File: config.mk
export PLATFORM = sky130hd
export DESIGN_NAME = truth_table_sweeper
export DESIGN_NICKNAME = d
export VERILOG_FILES = /design/src/rtl/tt_pkg.sv /design/src/rtl/sweep_settle_timer.sv /design/src/rtl/truth_table_sweeper.sv
export SDC_FILE = /design/constraint.sdc
export NUM_CORES = 1
export LEC_CHECK = 0
export BUFFER_PORTS_ARGS = -buffer_cell sky130_fd_sc_hd__buf_2
export CAP_MARGIN = 20
export CORE_UTILIZATION = 49
export CTS_CLUSTER_DIAMETER = 150
export DETAILED_ROUTE_END_ITERATION = 10
export GPL_TIMING_DRIVEN = 0
export PLACE_DENSITY = 0.73
export SYNTH_ARGS = -nofsm -noshare
export SYNTH_HDL_FRONTEND = slang
export SYNTH_SLANG_ARGS = --single-unit
File: constraint.sdc
create_clock -name clk -period 2 [get_ports clk]
set_clock_uncertainty 0.05 [all_clocks]
set_input_delay 0 -clock clk [delete_from_list [all_inputs] [get_ports clk]]
set_output_delay 0 -clock clk [all_outputs]
set_load 0.02 [all_outputs]
File: src/rtl/tt_pkg.sv
// Shared types and helpers for the truth-table sweeper.
package tt_pkg;

  localparam int unsigned TT_W  = 8;
  localparam int unsigned VEC_W = 3;

  typedef enum logic {
    IDLE   = 1'b0,
    SETTLE = 1'b1
  } state_t;

  // Bits set where the measured table disagrees with the expected code.
  function automatic logic [TT_W-1:0] tt_compare(input logic [TT_W-1:0] meas,
                                                 input logic [TT_W-1:0] exp_code);
    return meas ^ exp_code;
  endfunction

endpackage

File: src/rtl/sweep_settle_timer.sv
// Settle-window counter; tc is high during the last cycle of each window.
module sweep_settle_timer #(
  parameter int unsigned SETTLE_CYCLES = 4,
  parameter int unsigned CNT_W         = 8
) (
  input  logic clk,
  input  logic rst_n,
  input  logic run,
  input  logic clear,
  output logic tc
);

  localparam logic [CNT_W-1:0] LAST = CNT_W'(SETTLE_CYCLES - 1);

  logic [CNT_W-1:0] cnt_q;
  logic [CNT_W-1:0] cnt_d;

  // Wrap at the terminal count so consecutive windows abut.
  always_comb begin
    cnt_d = cnt_q;
    if (clear || (run && tc)) begin
      cnt_d = '0;
    end else if (run) begin
      cnt_d = cnt_q + CNT_W'(1);
    end
  end

  // tc is registered from the next count, so it lines up with cnt_q.
  always_ff @(posedge clk) begin
    if (!rst_n) begin
      cnt_q <= '0;
      tc    <= (LAST == '0);
    end else begin
      cnt_q <= cnt_d;
      tc    <= (cnt_d == LAST);
    end
  end

endmodule

File: src/rtl/truth_table_sweeper.sv
// Drives a 3-input gate through all eight vectors and captures its truth table.
module truth_table_sweeper
  import tt_pkg::*;
#(
  parameter int unsigned     SETTLE_CYCLES = 4,
  parameter logic [TT_W-1:0] EXPECTED      = 8'hF3,
  parameter int unsigned     CNT_W         = 8
) (
  input  logic            clk,
  input  logic            rst_n,
  input  logic            start,
  input  logic            abort,
  output logic            in1,
  output logic            in2,
  output logic            in3,
  input  logic            dut_out,
  output logic            busy,
  output logic            done,
  output logic [TT_W-1:0] table_out,
  output logic            match,
  output logic [TT_W-1:0] err_mask
);

  state_t            state_q, state_d;
  logic [VEC_W-1:0]  vec_q, vec_d;
  logic [TT_W-1:0]   table_q, table_d;
  logic [TT_W-1:0]   err_q, err_d;
  logic              match_q, match_d;
  logic              busy_q, busy_d;
  logic              done_q, done_d;
  logic              tc;

  sweep_settle_timer #(
    .SETTLE_CYCLES (SETTLE_CYCLES),
    .CNT_W         (CNT_W)
  ) u_timer (
    .clk   (clk),
    .rst_n (rst_n),
    .run   (state_q == SETTLE),
    .clear ((state_q == IDLE) || abort),
    .tc    (tc)
  );

  // Next-state and capture logic; vec returns to 0 whenever a sweep ends.
  always_comb begin
    state_d = state_q;
    vec_d   = vec_q;
    table_d = table_q;
    err_d   = err_q;
    match_d = match_q;
    busy_d  = busy_q;
    done_d  = 1'b0;
    case (state_q)
      IDLE: begin
        if (start) begin
          state_d = SETTLE;
          vec_d   = '0;
          busy_d  = 1'b1;
          table_d = '0;
          err_d   = '0;
          match_d = 1'b0;
        end
      end
      SETTLE: begin
        if (abort) begin
          state_d = IDLE;
          vec_d   = '0;
          busy_d  = 1'b0;
          match_d = 1'b0;
        end else if (tc) begin
          table_d[vec_q] = dut_out;
          if (vec_q == VEC_W'(TT_W - 1)) begin
            state_d = IDLE;
            vec_d   = '0;
            busy_d  = 1'b0;
            done_d  = 1'b1;
            err_d   = tt_compare(table_d, EXPECTED);
            match_d = (err_d == '0);
          end else begin
            vec_d = vec_q + VEC_W'(1);
          end
        end
      end
      default: state_d = IDLE;
    endcase
  end

  always_ff @(posedge clk) begin
    if (!rst_n) begin
      state_q <= IDLE;
      vec_q   <= '0;
      table_q <= '0;
      err_q   <= '0;
      match_q <= 1'b0;
      busy_q  <= 1'b0;
      done_q  <= 1'b0;
    end else begin
      state_q <= state_d;
      vec_q   <= vec_d;
      table_q <= table_d;
      err_q   <= err_d;
      match_q <= match_d;
      busy_q  <= busy_d;
      done_q  <= done_d;
    end
  end

  assign in1       = vec_q[2];
  assign in2       = vec_q[1];
  assign in3       = vec_q[0];
  assign busy      = busy_q;
  assign done      = done_q;
  assign table_out = table_q;
  assign match     = match_q;
  assign err_mask  = err_q;

endmodule

==> report_table.html, run 1 <==
<table>
<tr><th>Metric</th><th>Value</th></tr>
<tr><th colspan="2">Placed design</th></tr>
<tr><td>IO Port Bufs</td><td>26</td></tr>
<tr><td>HPWL Detailed</td><td>2.63 mm</td></tr>
<tr><td>DP Cell Count</td><td>246</td></tr>
<tr><td>Worst-case setup slack after placement</td><td>-0.00857 ns</td></tr>
<tr><td>Last weighted congestion value of the routability-driven placer</td><td>0.894</td></tr>
<tr><th colspan="2">CTS</th></tr>
<tr><td>H-tree depth</td><td>2</td></tr>
<tr><td>Clock latency on the worst-skew pair</td><td>0.34 ns</td></tr>
<tr><td>CTS Root Buffer Type</td><td>clkbuf_4</td></tr>
<tr><td>Clock transition at the register clock pins on the worst setup and hold paths after CTS</td><td>0.10 ns</td></tr>
<tr><td>CTS tree</td><td>built</td></tr>
<tr><td>Maximum buffer depth of the clock tree</td><td>2</td></tr>
<tr><td>Inserted Clock Buffers</td><td>5</td></tr>
<tr><td>Num Clock Sinks</td><td>32</td></tr>
<tr><th colspan="2">Critical path</th></tr>
<tr><td>Worst r2r dst</td><td>err_mask[2]$_SDFFE_PN0P_</td></tr>
<tr><td>Crit-path max FO</td><td>6</td></tr>
<tr><td>Required time at the worst-slack endpoint</td><td>2.19 ns</td></tr>
<tr><td>CP startpoint</td><td>abort</td></tr>
<tr><td>Worst setup slack for register-to-register paths</td><td>0.15 ns</td></tr>
<tr><td>Startpoint of the most critical register-to-register path</td><td>vec_q[0]$_SDFFE_PN0P_</td></tr>
<tr><td>Delay of the slowest critical-path stage</td><td>0.53 ns</td></tr>
<tr><td>Crit path cell chain</td><td>dlygate4sd3_1 &gt; buf_2 &gt; nand2b_1 &gt; or3_1 &gt; buf_2 &gt; a2111o_1 &gt; a2111oi_2</td></tr>
<tr><td>Crit-path most repeated cell</td><td>buf_2</td></tr>
<tr><td>FF-to-FF path depth</td><td>6</td></tr>
<tr><td>CP Launch Type</td><td>input pin</td></tr>
<tr><td>Arrival @ worst endpoint</td><td>2.04 ns</td></tr>
<tr><td>Critical path start-end classification</td><td>input pin to flip-flop</td></tr>
<tr><td>Critical Path End Type</td><td>flip-flop</td></tr>
<tr><td>Crit path max-delay cell type</td><td>dlygate4sd3_1</td></tr>
<tr><td>Critical Path Sink</td><td>u_timer.tc$_SDFF_PN0_</td></tr>
<tr><th colspan="2">STA</th></tr>
<tr><td>Accumulated negative setup slack</td><td>0 ns</td></tr>
<tr><td>Pins over their slew limit</td><td>0</td></tr>
<tr><td>Period minus WS final</td><td>1.85 ns</td></tr>
<tr><td>Final critical-path share of the clock period</td><td>0.925</td></tr>
<tr><td>Final number of hold-violating endpoints</td><td>0</td></tr>
<tr><td>Transition at the pin with the smallest max-transition slack</td><td>0.481 ns</td></tr>
<tr><td>Slew margin rel.</td><td>0.680</td></tr>
<tr><td>Final setup fails</td><td>0</td></tr>
<tr><td>Highest clock rate</td><td>541 MHz</td></tr>
<tr><td>RSZ-0062 raised after global routing</td><td>false</td></tr>
<tr><td>Worst Setup Slack, final</td><td>0.151 ns</td></tr>
<tr><td>Hold slack final</td><td>0.198 ns</td></tr>
<tr><th colspan="2">GRT</th></tr>
<tr><td>GRT Overall Usage</td><td>0.231</td></tr>
<tr><td>First-pass GRT wire length</td><td>5.91 mm</td></tr>
<tr><td>Global route overflow</td><td>0</td></tr>
<tr><td>Pin count of the biggest net entering global routing</td><td>12</td></tr>
<tr><td>Number of antenna violations at the first check in global routing</td><td>0</td></tr>
<tr><td>Via count of the first global-routing pass</td><td>1295</td></tr>
<tr><th colspan="2">Route</th></tr>
<tr><td>Ratio of routed vias to standard cells</td><td>5.68</td></tr>
<tr><td>Aggregate routed wire length</td><td>3.58 mm</td></tr>
<tr><td>Total DRC errors in the routed layout</td><td>0</td></tr>
<tr><td>Highest routing layer actually used</td><td>met4</td></tr>
<tr><td>Metal2 WL</td><td>1.73 mm</td></tr>
<tr><td>Routed metal-1 wirelength</td><td>1.64 mm</td></tr>
<tr><td>Number of detailed-routing iterations run before antenna repair</td><td>4</td></tr>
<tr><td>Post-detailed-route count of antenna-violating nets</td><td>0</td></tr>
<tr><td>Vias</td><td>1459</td></tr>
<tr><td>Average detailed-routed wire length per instance</td><td>13.9 um</td></tr>
<tr><td>Met3 Routed Length</td><td>155 um</td></tr>
<tr><td>Initial DRC count</td><td>48</td></tr>
<tr><th colspan="2">Floorplanning</th></tr>
<tr><td>Standard-cell row count</td><td>20</td></tr>
<tr><td>Die ar.</td><td>0.00346 sq mm</td></tr>
<tr><td>Boundary Pins</td><td>27</td></tr>
<tr><td>Height of the chip</td><td>58.8 um</td></tr>
<tr><td>Core area</td><td>0.00305 sq mm</td></tr>
<tr><td>DIE WIDTH</td><td>58.8 um</td></tr>
<tr><td>Starting density of the core</td><td>0.518</td></tr>
<tr><th colspan="2">Status</th></tr>
<tr><td>Result of the run</td><td>finished clean</td></tr>
<tr><th colspan="2">Power</th></tr>
<tr><td>Clock Power Share</td><td>0.403</td></tr>
<tr><td>VDD IR max</td><td>676 uV</td></tr>
<tr><td>Net Sw Power</td><td>282 uW</td></tr>
<tr><td>Switching power as a share of total power</td><td>0.233</td></tr>
<tr><td>Cell Pwr Density</td><td>639 mW/mm^2</td></tr>
<tr><td>Combinational share of power</td><td>0.060</td></tr>
<tr><td>Leakage</td><td>0.000752 uW</td></tr>
<tr><td>Internal portion of total power</td><td>929 uW</td></tr>
<tr><td>Power share of the sequential group</td><td>0.537</td></tr>
<tr><th colspan="2">Synthesis</th></tr>
<tr><td>Synthesized netlist net count</td><td>184</td></tr>
<tr><td>Sequential share of the synthesized area</td><td>0.405</td></tr>
<tr><td>Total of warnings raised by yosys</td><td>0</td></tr>
<tr><td>Share of flip-flops with an asynchronous set or reset</td><td>0</td></tr>
<tr><td>Number of synthesized register bits</td><td>32</td></tr>
<tr><td>Mean area per synthesized cell</td><td>8.99 sq um</td></tr>
<tr><td>Syn Std Cell Area</td><td>0.00158 sq mm</td></tr>
<tr><td>Synthesized netlist cell count</td><td>176</td></tr>
<tr><td>Number of enable-type register cells in the synthesized netlist</td><td>0</td></tr>
<tr><td>Primary FF master, synth</td><td>dfxtp_1</td></tr>
<tr><td>Unique masters post-synth</td><td>44</td></tr>
<tr><th colspan="2">Cells and area</th></tr>
<tr><td>Utilization of the core after routing</td><td>0.620</td></tr>
<tr><td>Fraction of layout cells with a size suffix above 1</td><td>0.225</td></tr>
<tr><td>Number of fill cells</td><td>283</td></tr>
<tr><td>Non-filler cells, final</td><td>257</td></tr>
<tr><td>Layout overhead on the synthesized area</td><td>19.7%</td></tr>
<tr><td>Layout net count</td><td>220</td></tr>
<tr><td>Antenna diode instance count</td><td>0</td></tr>
<tr><th colspan="2">Min path</th></tr>
<tr><td>Source of the worst hold timing path</td><td>dut_out</td></tr>
<tr><td>Class of the tightest hold or removal check</td><td>input pin to flip-flop</td></tr>
<tr><th colspan="2">Flow run</th></tr>
<tr><td>Max cap viols</td><td>0</td></tr>
</table>
-- power groups by stage --
stage               Sequential, uW  Clock, uW  Combinational (uW)
finish                         650        488                72.3
global placement               664          0                64.1
detailed placement             664          0                65.4
global route                   651        530                79.9
CTS                            649        504                70.9
floorplan                      665          0                40.7
-- registers in the layout, indices dropped and copies added (netlist names) --
signal and cells:
state_q 1, done 1, u_timer.cnt_q 8, u_timer.tc 1
busy 1, err_mask 8, table_out 8, vec_q 3
match 1
-- how the worst min path moves through the flow --
stage	endpoint	slack [ns]	cells past startpoint
6_report	match$_SDFFE_PN0P_	0.20	5
4_1_cts	match$_SDFFE_PN0P_	0.18	5
3_5_place_dp	u_timer.cnt_q[2]$_SDFF_PN0_	0.25	2
2_1_floorplan	u_timer.cnt_q[2]$_SDFF_PN0_	0.07	1
5_1_grt	match$_SDFFE_PN0P_	0.24	5
3_3_place_gp	u_timer.cnt_q[7]$_SDFF_PN0_	0.24	2
-- synthesized netlist by cell type, types with 3 or more instances --
library cell   n  share of area
a21oi_1       10          0.032
a22o_1         6          0.033
and2_1         3          0.012
clkbuf_1       9          0.021
dfxtp_1       32           0.41
ha_1           3          0.024
mux2i_1        6          0.038
nand2_1        5          0.012
nand2b_1       3          0.012
nand3_1       17          0.054
nand3b_1       5          0.024
nand4_1        3          0.012
nor2_1        16          0.038
nor2b_1        3          0.012
nor3_1         3         0.0095
nor3b_1        4          0.019
o21a_1         8          0.038
o21ai_0        3         0.0095
-- cell families after synthesis --
group           share of synthesized area
buf+inv                            0.0316
fa+ha+maj                          0.0237
xor+xnor                           0.0222
mux                                0.0522
simple gates                        0.282
compound gates                      0.183
flops                               0.405
-- layout by cell type, fill, tap and decap left out, drive strengths merged, types with 2 or more instances in the layout --
cell / instances
dlygate4sd3: 3
nand3b: 5
nand3: 17
nor2b: 3
o21a: 8
nor3: 4
or4: 2
and3b: 2
xnor2: 2
inv: 3
nand4: 3
mux2: 2
and4: 2
nor2: 16
nor3b: 4
buf: 27
a32oi: 2
o21ai: 3
a21oi: 10
dfxtp: 32
a21bo: 2
a22oi: 2
a22o: 6
nand2b: 3
nand2: 5
xor2: 2
clkbuf: 14
ha: 3
and3: 2
and2: 3
mux2i: 6
-- per-stage QoR --
stage	power [uW]	area, sq um
final	1210	1890
after global routing	1260	1890
after CTS	1220	1880
after detailed placement	729	1770
after global placement	728	1770
after floorplan	706	1580
-- routing by layer --
layer / GRT usage / vias to the layer above
li1: - / 724
met1: 0.277 / 695
met2: 0.383 / 33
met3: 0.0747 / 7
met4: 0.0918 / 0
met5: 0 / -
-- final cells by class --
class,instances,area [sq um],share of cell area
multi-input combinational,131,902,0.477
sequential,32,644,0.340
timing repair buffer,29,160,0.0846
tap,44,55.1,0.0291
clock inverter,3,42.5,0.0225
buffer,10,40.0,0.0211
clock buffer,5,37.5,0.0198
inverter,3,11.3,0.00595
-- worst max-delay path, delay by kind of cell --
family / cells / cell delay, ns
buffers and inverters: 3 / 0.84
AOI/OAI and AO/OA: 2 / 0.68
and+or+nand+nor: 2 / 0.51
-- repair_timing --
action / CTS / global route
endpoints found under the hold margin: 8 / 0
setup buffers: 0 / 0
hold buffers: 3 / 0
setup endpoints to repair: 1 / 14
resized for setup: 1 / 6
pin swaps: 0 / 0
Power figures use the tool's default switching activity.
==> run 2: changes to the inputs <==
PLACE_DENSITY = default   (was 0.73)
PLACE_DENSITY_LB_ADDON = 0.1   (was default)
==> run 2 against run 1 <==
Against the previous run: cell count unchanged; non-clock buffer count increased by 1; highest routed layer unchanged; design area decreased by 0.66%.
==> report_table.html, run 2 (synthesized netlist as in run 1, its figures left out) <==
<table>
<tr><th>Metric</th><th>Value</th></tr>
<tr><th colspan="2">CTS</th></tr>
<tr><td>Clock transition at the register clock pins on the worst setup and hold paths after CTS</td><td>0.09 ns (was 0.10 ns)</td></tr>
<tr><td>Maximum buffer depth of the clock tree</td><td>2 (unchanged)</td></tr>
<tr><td>Inserted Clock Buffers</td><td>5 (unchanged)</td></tr>
<tr><td>H-tree depth</td><td>2 (unchanged)</td></tr>
<tr><td>Num Clock Sinks</td><td>32 (unchanged)</td></tr>
<tr><td>CTS Root Buffer Type</td><td>clkbuf_4 (unchanged)</td></tr>
<tr><td>Clock latency on the worst-skew pair</td><td>0.33 ns (was 0.34 ns)</td></tr>
<tr><td>CTS tree</td><td>built (unchanged)</td></tr>
<tr><th colspan="2">Floorplanning</th></tr>
<tr><td>Die ar.</td><td>0.00346 sq mm (unchanged)</td></tr>
<tr><td>Starting density of the core</td><td>0.518 (unchanged)</td></tr>
<tr><td>Core area</td><td>0.00305 sq mm (unchanged)</td></tr>
<tr><td>Standard-cell row count</td><td>20 (unchanged)</td></tr>
<tr><td>Boundary Pins</td><td>27 (unchanged)</td></tr>
<tr><td>Height of the chip</td><td>58.8 um (unchanged)</td></tr>
<tr><td>DIE WIDTH</td><td>58.8 um (unchanged)</td></tr>
<tr><th colspan="2">Critical path</th></tr>
<tr><td>Crit-path max FO</td><td>6 (unchanged)</td></tr>
<tr><td>Crit path max-delay cell type</td><td>dlygate4sd3_1 (unchanged)</td></tr>
<tr><td>Crit path cell chain</td><td>dlygate4sd3_1 &gt; buf_2 &gt; nand2b_1 &gt; or3_1 &gt; buf_2 &gt; a2111o_1 &gt; a2111oi_2 (unchanged)</td></tr>
<tr><td>Critical Path Sink</td><td>u_timer.tc$_SDFF_PN0_ (unchanged)</td></tr>
<tr><td>Critical path start-end classification</td><td>input pin to flip-flop (unchanged)</td></tr>
<tr><td>Crit-path most repeated cell</td><td>buf_2 (unchanged)</td></tr>
<tr><td>Delay of the slowest critical-path stage</td><td>0.53 ns (about the same)</td></tr>
<tr><td>CP startpoint</td><td>abort (unchanged)</td></tr>
<tr><td>FF-to-FF path depth</td><td>5 (was 6)</td></tr>
<tr><td>Required time at the worst-slack endpoint</td><td>2.19 ns (about the same)</td></tr>
<tr><td>Critical Path End Type</td><td>flip-flop (unchanged)</td></tr>
<tr><td>Worst r2r dst</td><td>table_out[4]$_SDFFE_PN0P_ (was err_mask[2]$_SDFFE_PN0P_)</td></tr>
<tr><td>Arrival @ worst endpoint</td><td>2.02 ns (was 2.04 ns)</td></tr>
<tr><td>Worst setup slack for register-to-register paths</td><td>0.18 ns (was 0.15 ns)</td></tr>
<tr><td>CP Launch Type</td><td>input pin (unchanged)</td></tr>
<tr><td>Startpoint of the most critical register-to-register path</td><td>vec_q[2]$_SDFFE_PN0P_ (was vec_q[0]$_SDFFE_PN0P_)</td></tr>
<tr><th colspan="2">Power</th></tr>
<tr><td>Combinational share of power</td><td>0.064 (was 0.060)</td></tr>
<tr><td>Cell Pwr Density</td><td>600 mW/mm^2 (was 639 mW/mm^2)</td></tr>
<tr><td>VDD IR max</td><td>252 uV (was 676 uV)</td></tr>
<tr><td>Switching power as a share of total power</td><td>0.231 (was 0.233)</td></tr>
<tr><td>Internal portion of total power</td><td>867 uW (was 929 uW)</td></tr>
<tr><td>Total Power Consumption</td><td>1130 uW (was 1210 uW)</td></tr>
<tr><td>Net Sw Power</td><td>261 uW (was 282 uW)</td></tr>
<tr><td>Leakage</td><td>0.000753 uW (was 0.000752 uW)</td></tr>
<tr><td>Clock Power Share</td><td>0.360 (was 0.403)</td></tr>
<tr><td>Power share of the sequential group</td><td>0.576 (was 0.537)</td></tr>
<tr><th colspan="2">Route</th></tr>
<tr><td>Number of detailed-routing iterations run before antenna repair</td><td>4 (unchanged)</td></tr>
<tr><td>Average detailed-routed wire length per instance</td><td>13.6 um (was 13.9 um)</td></tr>
<tr><td>Metal2 WL</td><td>1.64 mm (was 1.73 mm)</td></tr>
<tr><td>Routed metal-1 wirelength</td><td>1.69 mm (was 1.64 mm)</td></tr>
<tr><td>Initial DRC count</td><td>52 (was 48)</td></tr>
<tr><td>Met3 Routed Length</td><td>114 um (was 155 um)</td></tr>
<tr><td>Highest routing layer actually used</td><td>met4 (unchanged)</td></tr>
<tr><td>Aggregate routed wire length</td><td>3.49 mm (was 3.58 mm)</td></tr>
<tr><td>Post-detailed-route count of antenna-violating nets</td><td>0 (unchanged)</td></tr>
<tr><td>Ratio of routed vias to standard cells</td><td>5.60 (was 5.68)</td></tr>
<tr><td>Vias</td><td>1438 (was 1459)</td></tr>
<tr><td>Total DRC errors in the routed layout</td><td>0 (unchanged)</td></tr>
<tr><th colspan="2">GRT</th></tr>
<tr><td>First-pass GRT wire length</td><td>5.68 mm (was 5.91 mm)</td></tr>
<tr><td>Via count of the first global-routing pass</td><td>1243 (was 1295)</td></tr>
<tr><td>Global route overflow</td><td>0 (unchanged)</td></tr>
<tr><td>GRT Overall Usage</td><td>0.223 (was 0.231)</td></tr>
<tr><td>Pin count of the biggest net entering global routing</td><td>11 (was 12)</td></tr>
<tr><td>Number of antenna violations at the first check in global routing</td><td>0 (unchanged)</td></tr>
<tr><th colspan="2">Cells and area</th></tr>
<tr><td>Design Area, Final</td><td>0.00188 sq mm (was 0.00189 sq mm)</td></tr>
<tr><td>Commonest non-fill, non-tap cells in the layout</td><td>dfxtp_1, buf_2, nand3_1 (unchanged)</td></tr>
<tr><td>Antenna diode instance count</td><td>0 (unchanged)</td></tr>
<tr><td>Number of fill cells</td><td>281 (was 283)</td></tr>
<tr><td>Fraction of layout cells with a size suffix above 1</td><td>0.221 (was 0.225)</td></tr>
<tr><td>Layout net count</td><td>221 (was 220)</td></tr>
<tr><td>Layout overhead on the synthesized area</td><td>18.9% (was 19.7%)</td></tr>
<tr><td>Most common cell after layout, fill and taps aside</td><td>dfxtp_1 (unchanged)</td></tr>
<tr><th colspan="2">STA</th></tr>
<tr><td>Final setup fails</td><td>0 (unchanged)</td></tr>
<tr><td>RSZ-0062 raised after global routing</td><td>false (unchanged)</td></tr>
<tr><td>Final critical-path share of the clock period</td><td>0.919 (was 0.925)</td></tr>
<tr><td>Period minus WS final</td><td>1.84 ns (was 1.85 ns)</td></tr>
<tr><td>Pins over their slew limit</td><td>0 (unchanged)</td></tr>
<tr><td>Slew margin rel.</td><td>0.690 (was 0.680)</td></tr>
<tr><td>Final number of hold-violating endpoints</td><td>0 (unchanged)</td></tr>
<tr><td>Accumulated negative setup slack</td><td>0 ns (unchanged)</td></tr>
<tr><td>Highest clock rate</td><td>544 MHz (was 541 MHz)</td></tr>
<tr><td>Transition at the pin with the smallest max-transition slack</td><td>0.465 ns (was 0.481 ns)</td></tr>
<tr><th colspan="2">Min path</th></tr>
<tr><td>Class of the tightest hold or removal check</td><td>input pin to flip-flop (unchanged)</td></tr>
<tr><td>Source of the worst hold timing path</td><td>dut_out (unchanged)</td></tr>
<tr><th colspan="2">Placed design</th></tr>
<tr><td>HPWL Detailed</td><td>2.55 mm (was 2.63 mm)</td></tr>
<tr><td>Post-place instance area</td><td>0.00177 sq mm (unchanged)</td></tr>
<tr><td>Last weighted congestion value of the routability-driven placer</td><td>0.866 (was 0.894)</td></tr>
<tr><td>IO Port Bufs</td><td>26 (unchanged)</td></tr>
<tr><th colspan="2">Status</th></tr>
<tr><td>Result of the run</td><td>finished clean (unchanged)</td></tr>
<tr><th colspan="2">Flow run</th></tr>
<tr><td>Max cap viols</td><td>0 (unchanged)</td></tr>
</table>
## run 2: changes by cell type in the layout (fill, tap and decap cells not counted), sizes merged
cell	change
buf	+1
bufinv	-1
clkbuf	+2
clkinv	-1
clkinvlp	-1
## run 2: how the worst min path moves through the flow
stage	to	slack [ns]	cells after the start
2_1_floorplan	u_timer.cnt_q[2]$_SDFF_PN0_	0.07	1
3_3_place_gp	u_timer.cnt_q[2]$_SDFF_PN0_	0.26	2
3_5_place_dp	u_timer.cnt_q[2]$_SDFF_PN0_	0.26	2
4_1_cts	match$_SDFFE_PN0P_	0.22	5
5_1_grt	err_mask[6]$_SDFFE_PN0P_	0.24	4
6_report	match$_SDFFE_PN0P_	0.23	5
## run 2: critical path, delay by kind of cell
kind | cells | cell delay, ns
buffers and inverters | 3 | 0.84
AOI/OAI and AO/OA | 2 | 0.66
and+or+nand+nor | 2 | 0.51
## run 2: cell type report
type	count	area (sq um)	share of cell area
plain buffers	10	40.0	0.0213
clock buffers	7	65.1	0.0346
inverters	3	11.3	0.00599
multi-input cells	131	897	0.477
flip-flops and latches	32	644	0.343
well taps	44	55.1	0.0293
repair buffers	30	168	0.0892
## run 2: repair_timing
action                                 4_1_cts  5_1_grt
buffers inserted                             0        1
resized for setup                            0        6
hold buffers                                 3        0
endpoints found under the hold margin        8        0
setup endpoints to repair                    0       11
## run 2: power groups by stage
stage          logic [uW]  registers (uW)  clock network, uW
4_1_cts              70.1             649                417
3_5_place_dp         65.3             664                  0
6_report             72.0             650                406
3_3_place_gp         64.7             664                  0
2_1_floorplan        40.7             665                  0
5_1_grt              76.9             651                461
## run 2: layer usage
| metal | track usage | vias up |
|---|---|---|
| met5 | 0 | - |
| met4 | 0.0816 | 0 |
| met3 | 0.0659 | 6 |
| met2 | 0.351 | 24 |
| met1 | 0.290 | 686 |
| li1 | - | 722 |
## run 2: stage by stage
stage	hold WS, ns	setup WS [ns]	instances	util
3_5_place_dp	0.258	0.0387	246	0.579
2_1_floorplan	0.0717	0.194	176	-
4_1_cts	0.219	0.00653	256	0.610
3_3_place_gp	0.261	0.0499	246	0.579
6_report	0.228	0.161	257	0.616
5_1_grt	0.242	0.0462	257	0.616
